$ cat src/rtl/mips_core_pkg.sv
// Shared definitions for the MIPS core memory subsystem: AXI field widths,
// the fixed read IDs of the two caches and the arbiter grant encoding.
package mips_core_pkg;

  localparam int ARID_WIDTH = 4;
  localparam int ADDR_WIDTH = 32;
  localparam int DATA_WIDTH = 32;

  localparam logic [ARID_WIDTH-1:0] I_CACHE_ARID = 4'd0;
  localparam logic [ARID_WIDTH-1:0] D_CACHE_ARID = 4'd1;

  typedef enum logic {
    GRANT_I = 1'b0,
    GRANT_D = 1'b1
  } ArbGrant;

endpackage

$ cat src/rtl/rr_arbiter2.sv
// Two-request round-robin picker. req_i[0] is the I side, req_i[1] the D side;
// a grant value of 0 selects I and 1 selects D. On a tie the side that did not
// win last time is chosen. Purely combinational so that the read and write
// arbiters can wrap it in their own state machines.
module rr_arbiter2 (
  input  logic [1:0] req_i,
  input  logic       last_grant_i,
  output logic       grant_o
);

  // Pick the lone requester, or alternate away from the previous winner on a tie
  always_comb begin
    grant_o = 1'b0;
    if (req_i == 2'b11) begin
      grant_o = ~last_grant_i;
    end else if (req_i[1]) begin
      grant_o = 1'b1;
    end
  end

endmodule

$ cat src/rtl/mem_read_arbiter.sv
// Read-channel arbiter between the instruction cache, the data cache and the
// single memory read port. One burst is outstanding at a time: the grant is
// taken in IDLE, the address is presented in ADDR, and the grant is held
// through DATA until the final beat. ARLEN counts beats directly (0 means 1).
module mem_read_arbiter
  import mips_core_pkg::*;
#(
  parameter int COUNT_WIDTH = 5
) (
  input  logic                   clk,
  input  logic                   rst_n,

  input  logic                   i_ar_arvalid_i,
  output logic                   i_ar_arready_o,
  input  logic [ARID_WIDTH-1:0]  i_ar_arid_i,
  input  logic [ADDR_WIDTH-1:0]  i_ar_araddr_i,
  input  logic [COUNT_WIDTH-1:0] i_ar_arlen_i,
  output logic                   i_r_rvalid_o,
  input  logic                   i_r_rready_i,
  output logic [ARID_WIDTH-1:0]  i_r_rid_o,
  output logic [DATA_WIDTH-1:0]  i_r_rdata_o,

  input  logic                   d_ar_arvalid_i,
  output logic                   d_ar_arready_o,
  input  logic [ARID_WIDTH-1:0]  d_ar_arid_i,
  input  logic [ADDR_WIDTH-1:0]  d_ar_araddr_i,
  input  logic [COUNT_WIDTH-1:0] d_ar_arlen_i,
  output logic                   d_r_rvalid_o,
  input  logic                   d_r_rready_i,
  output logic [ARID_WIDTH-1:0]  d_r_rid_o,
  output logic [DATA_WIDTH-1:0]  d_r_rdata_o,

  output logic                   m_ar_arvalid_o,
  input  logic                   m_ar_arready_i,
  output logic [ARID_WIDTH-1:0]  m_ar_arid_o,
  output logic [ADDR_WIDTH-1:0]  m_ar_araddr_o,
  output logic [COUNT_WIDTH-1:0] m_ar_arlen_o,
  input  logic                   m_r_rvalid_i,
  output logic                   m_r_rready_o,
  input  logic [ARID_WIDTH-1:0]  m_r_rid_i,
  input  logic [DATA_WIDTH-1:0]  m_r_rdata_i
);

  typedef enum logic [1:0] {
    S_IDLE,
    S_ADDR,
    S_DATA
  } ArbState;

  ArbState                state_q;
  ArbGrant                grant_q;
  ArbGrant                lastGrant_q;
  logic [COUNT_WIDTH-1:0] beatsLeft_q;

  logic                   pickGrant;
  logic [COUNT_WIDTH-1:0] arLenSel;
  logic [COUNT_WIDTH-1:0] beatsLeft_d;
  logic                   grantD;
  logic                   inAddr;
  logic                   inData;
  logic                   rBeat;

  rr_arbiter2 u_rr (
    .req_i        ({d_ar_arvalid_i, i_ar_arvalid_i}),
    .last_grant_i (lastGrant_q == GRANT_D),
    .grant_o      (pickGrant)
  );

  assign grantD = (grant_q == GRANT_D);
  assign inAddr = (state_q == S_ADDR);
  assign inData = (state_q == S_DATA);

  // Steer the AR channel from the granted cache and route R beats back to it;
  // outside DATA any stray memory beats are accepted and dropped
  always_comb begin
    arLenSel       = grantD ? d_ar_arlen_i : i_ar_arlen_i;
    beatsLeft_d    = (arLenSel == '0) ? COUNT_WIDTH'(1) : arLenSel;

    m_ar_arvalid_o = inAddr;
    m_ar_arid_o    = grantD ? d_ar_arid_i   : i_ar_arid_i;
    m_ar_araddr_o  = grantD ? d_ar_araddr_i : i_ar_araddr_i;
    m_ar_arlen_o   = arLenSel;
    i_ar_arready_o = inAddr && !grantD && m_ar_arready_i;
    d_ar_arready_o = inAddr &&  grantD && m_ar_arready_i;

    i_r_rvalid_o   = inData && !grantD && m_r_rvalid_i;
    d_r_rvalid_o   = inData &&  grantD && m_r_rvalid_i;
    i_r_rid_o      = m_r_rid_i;
    d_r_rid_o      = m_r_rid_i;
    i_r_rdata_o    = m_r_rdata_i;
    d_r_rdata_o    = m_r_rdata_i;
    m_r_rready_o   = inData ? (grantD ? d_r_rready_i : i_r_rready_i) : 1'b1;

    rBeat          = m_r_rvalid_i && m_r_rready_o;
  end

  // Burst sequencing: grant on request, hand off the address, count beats home
  always_ff @(posedge clk) begin
    if (!rst_n) begin
      state_q     <= S_IDLE;
      grant_q     <= GRANT_I;
      lastGrant_q <= GRANT_I;
      beatsLeft_q <= '0;
    end else begin
      case (state_q)
        S_IDLE: begin
          if (i_ar_arvalid_i || d_ar_arvalid_i) begin
            grant_q <= pickGrant ? GRANT_D : GRANT_I;
            state_q <= S_ADDR;
          end
        end
        S_ADDR: begin
          if (m_ar_arready_i) begin
            beatsLeft_q <= beatsLeft_d;
            lastGrant_q <= grant_q;
            state_q     <= S_DATA;
          end
        end
        S_DATA: begin
          if (rBeat) begin
            beatsLeft_q <= beatsLeft_q - COUNT_WIDTH'(1);
            if (beatsLeft_q == COUNT_WIDTH'(1)) begin
              state_q <= S_IDLE;
            end
          end
        end
        default: state_q <= S_IDLE;
      endcase
    end
  end

endmodule

$ cat config.mk
export PLATFORM = sky130hd
export DESIGN_NAME = mem_read_arbiter
export DESIGN_NICKNAME = d
export VERILOG_FILES = /design/src/rtl/mips_core_pkg.sv /design/src/rtl/rr_arbiter2.sv /design/src/rtl/mem_read_arbiter.sv
export SDC_FILE = /design/constraint.sdc
export NUM_CORES = 1
export LEC_CHECK = 0
export ABC_AREA = 1
export CORE_AREA = 2 2 94 96
export DETAILED_ROUTE_END_ITERATION = 7
export DIE_AREA = 0 0 96 98
export PLACE_DENSITY = 0.8
export SYNTH_ARGS = -nofsm -noshare
export SYNTH_HDL_FRONTEND = slang
export SYNTH_HIERARCHICAL = 1
export SYNTH_SLANG_ARGS = --single-unit
$ cat constraint.sdc
create_clock -name clk -period 2.2 [get_ports clk]
set_input_delay 0.33 -clock clk [delete_from_list [all_inputs] [get_ports clk]]
set_output_delay 0.33 -clock clk [all_outputs]
set_load 0.05 [all_outputs]
# Word level (Yosys, flattened, before mapping)

Index checks and enable logic that the tools add are counted.
W data, S select, Z words.

Register bits: 9
Logic and storage cells: 49

Add/subtract/negate cells: 1
Equal/unequal tests: 8
Multiplexer cells: 17
Bitwise operators: 1
Reduce and logical (&&, ||, !) cells: 18

Operator list:

| operator              | number |
|---|---|
| $mux W32              | 1 |
| $mux W5               | 4 |
| $pmux W5 S2           | 1 |
| $logic_and A1 B1 Y1   | 9 |
| $mux W2               | 4 |
| $pmux W2 S3           | 1 |
| $eq A5 B1 Y1 const B  | 1 |
| $logic_not A5 Y1      | 1 |
| $mux W1               | 5 |
| $sub A5 B1 Y5 const B | 1 |
| $eq A2 B2 Y1 const B  | 2 |
| $mux W4               | 1 |
| $ne A2 B1 Y1 const B  | 2 |
| $ne A2 B2 Y1 const B  | 2 |
| $reduce_and A2 Y1     | 2 |
| $reduce_and A4 Y1     | 1 |
| $reduce_and A3 Y1     | 1 |
| $eq A2 B1 Y1 const B  | 1 |
| $logic_not A2 Y1      | 1 |
| $reduce_bool A2 Y1    | 1 |
| $logic_not A1 Y1      | 1 |
| $logic_or A1 B1 Y1    | 1 |
| $not A1 Y1            | 1 |

# Longest topological paths before layout

Word-level depth: 5
Mapped depth: 11
Mapped depth without buffers: 10

# Modules after synthesis

The synthesis kept the hierarchy.

By module, submodules not included:

| module           | instances | cells an instance | area an instance (µm²) | sequential area each (µm²) |
|---|---|---|---|---|
| mem_read_arbiter | 1         | 296               | 1,660.3                | 180.2 |
| rr_arbiter2      | 1         | 2                 | 12.5                   | 0.0 |

# Least setup slack after synthesis

Ideal clock, no wire load.

Kind: register to output
From: register grant_q, in the netlist grantD
To: output d_r_rvalid_o
Arrival: 1.740 ns
Required time: 1.870 ns
Slack: 0.130 ns
Cell stages (with the launch flop): 5
Path buffers: 2
Cells stage by stage: dfxtp_1 -> buf_6 -> inv_4 -> buf_2 -> nor3_1

Longest elaborated chain between the ends: 2

RTL lines:

| item                              | RTL line                | RTL |
|---|---|---|
| start: declaration                | mem_read_arbiter.sv:51  | `ArbGrant grant_q;` |
| start signal: assignment          | mem_read_arbiter.sv:108 | `grant_q <= pickGrant ? GRANT_D : GRANT_I;` |
| $logic_and A1 B1 Y1 (2 in series) | mem_read_arbiter.sv:87  | `d_r_rvalid_o = inData && grantD && m_r_rvalid_i;` |
| end: declaration                  | mem_read_arbiter.sv:28  | `output logic d_r_rvalid_o,` |

Every way passes these cells.

# Worst setup path after layout

From: register state_q[1]
To: output m_ar_arvalid_o

Longest elaborated chain between the ends: 1

RTL lines:

| item                     | RTL line                | RTL |
|---|---|---|
| start: declaration       | mem_read_arbiter.sv:50  | `ArbState state_q;` |
| start signal: assignment | mem_read_arbiter.sv:100 | `state_q <= S_IDLE;` |
| start signal: assignment | mem_read_arbiter.sv:109 | `state_q <= S_ADDR;` |
| start signal: assignment | mem_read_arbiter.sv:116 | `state_q <= S_DATA;` |
| $eq A2 B1 Y1             | mem_read_arbiter.sv:70  | `assign inAddr = (state_q == S_ADDR);` |
| end: declaration         | mem_read_arbiter.sv:33  | `output logic m_ar_arvalid_o,` |

Every way passes these cells.

==> results.toml <==
[clock_network]
clkTransAtPathRegs_ns = 0.05
insertion_delay_ns = 0.23
cts.sinks = 9
root_buffer = "clkbuf_8"
tritoncts = "built"
ctsHoldBuffers = 0
h-tree-depth = 1
cts_inserted_buffers = 3
clockBufferDepth = 2
post_cts_buffers = 0
cts_resized = 0

[setup_path]
worstSetupEndpointType = "output port"
r2r-start = "grantD$_SDFFE_PN0P_"
crit_required_ns = 1.87
r2r_setup_slack_ns = 0.78
critPathKind = "flop to output port"
crit_fanout = 3
r2r_cells = 10
r2r-end = "beatsLeft_q[0]$_SDFFE_PN0P_"
startpoint_type = "flop"
arrival_ns = 1.58

[floorplanning]
die_area_um2 = 9410
initial_core_util_pct = 19.8
core_area_um2 = 8470
die_h_um = 98
rows = 34
die_x_um = 96
pin_count = 245

[timing]
worstMarginPinSlew_ns = 0.491
hold_ws_ns = 0.478
grt_setup_unrepaired = "no"
layout_setup_ws_ns = 0.294
max_freq_mhz = 525
slew_violations = 0
finClkSkew_ns = 0.000602
layout_min_cycle_time_ns = 1.91
setup_viol = 0
finalSetupTns_ns = 0
finalHoldViolCount = 0
relSlewSlack_pct = 67.2
period_share_pct = 86.6

[global_routing]
grt_pass1_wl_mm = 8.55
grt_pass1_vias = 1857
grt-ovfl-total = 0
antenna_found_initial = 0
grt_usage_pct = 11.1
grt_max_degree = 46

[hold_path]
min_path_type = "flop to flop"
worstHoldEndpoint = "lastGrant_q$_SDFFE_PN0P_"
hp-start = "lastGrant_q$_SDFFE_PN0P_"
whs_path_depth = 2

[run_status]
status = "complete, no violations"

[pwr]
power_density_nw_per_um2 = 651
leakage_nw = 1.26
ir_drop_v = 0.000423

[logic_synthesis]
netlist-cell-type-count = 24
synth.yosys.seq_area_share_pct = 10.8
synth.area.top_cells = "buf_4 32%, nand2_1 32%, dfxtp_1 11%"
synth_edf_count = 0
synth_ff_type = "dfxtp_1"
yosys.area.top_type = "buf_4"
synth_area_um2 = 1670
synth_fp_nets = 426
synth_seq_cells = 9
yosysTopAreaCellShare_pct = 32.3
synth_cells = 298
synthArstFlopShare_pct = 0
yosys_warnings = 6
avgSynthCellArea_um2 = 5.61

[drt]
avgViaCountPerCell = 3.93
firstDrtPassIters = 4
antenna_left = 0
wl_mm = 5.54
via_count = 1837
post_drt_wl_per_cell_um = 11.9
drcViolationCount = 0
drt_iter0_markers = 43

[job]
drv_cap = 0

[final_layout]
fin_util_pct = 30.1
drive_gt1_share_pct = 18.4
num-fill-cells = 915
area_delta_synth_final_pct = 52.5
final_cell_mix = "144 x nand2_1, 90 x clkdlybuf4s50_1, 46 x buf_4"
finalNetCount = 488
n_antenna_cell = 0
mostFrequentLayoutCell = "nand2_1"

[place]
dp_slack_ns = 0.381
hpwl_mm = 4.54
gp_congestion = 0.738
portBuffers = 136
==> report_power, final <==
part           leakage [nW]  internal (mW)  total, mW  switching (mW)
combinational          1.16          0.437       1.25           0.813
sequential           0.0741          0.190      0.217          0.0263
clock                0.0228          0.127      0.194          0.0679
total                  1.26          0.754       1.66           0.907
==> worst max-delay path by stage <==
stage | startpoint | to | slack, ns | cells past startpoint
2_1_floorplan | grantD$_SDFFE_PN0P_ | d_r_rvalid_o | 0.13 | 4
4_1_cts | state_q[1]$_SDFFE_PN0P_ | m_ar_arvalid_o | 0.28 | 2
5_1_grt | state_q[0]$_SDFFE_PN0P_ | m_ar_arvalid_o | 0.21 | 3
3_5_place_dp | m_r_rvalid_i | d_r_rvalid_o | 0.38 | 4
6_report | state_q[1]$_SDFFE_PN0P_ | m_ar_arvalid_o | 0.29 | 2
3_3_place_gp | m_r_rvalid_i | d_r_rvalid_o | 0.41 | 4
==> registers in the layout (all words and copies together) (netlist names) <==
register     flops
state_q          2
lastGrant_q      1
grantD           1
beatsLeft_q      5
==> cells in the mapped netlist, types with 2 or more instances <==
master and count:
a21oi_1 4, buf_2 5, buf_4 72, clkbuf_1 3
dfxtp_1 9, ha_1 2, inv_1 8, inv_2 3
nand2_1 144, nand2_2 3, nand2_4 3, nand3_1 4
nor2_1 22, nor3_1 2, o21ai_0 5
==> layout make-up <==
class                           instances  area (um2)  share of cell area (%)
Clock buffer                            4        45.0                    1.77
Multi-Input combinational cell        196         857                    33.6
Sequential cell                         9         180                    7.06
Inverter                               12        47.5                    1.86
Tap cell                              108         135                    5.30
Timing Repair Buffer                  138        1290                    50.4
==> stage by stage <==
step | area, um2 | cells | power, mW
finish | 2550 | 467 | 1.66
global route | 2550 | 467 | 1.79
floorplan | 1670 | 298 | 1.39
global placement | 2510 | 463 | 1.46
detailed placement | 2510 | 463 | 1.48
CTS | 2550 | 467 | 1.68
==> metal layers <==
layer	vias to the layer above	wire length, um	GRT usage (%)	share of wire, %
met4	0	207	4.73	3.7
met5	-	0	0	0
met1	777	2100	11.9	38
met3	30	593	3.40	11
li1	947	-	-	-
met2	83	2640	19.6	48
==> logic make-up after synthesis <==
family	synth area share, %
buffers and inverters	38.0
xor gates and xnor gates	0.524
AOI/OAI and AO/OA	5.16
and+or+nand+nor	44.1
DFF	10.8
adders and majority gates	1.50
==> worst max-delay path: stages, from the launching register on <==
cell             delay [ns]
dfxtp_1                0.36
nor2_4                 0.17
clkdlybuf4s50_1        0.82
Power figures use the tool's default switching activity.
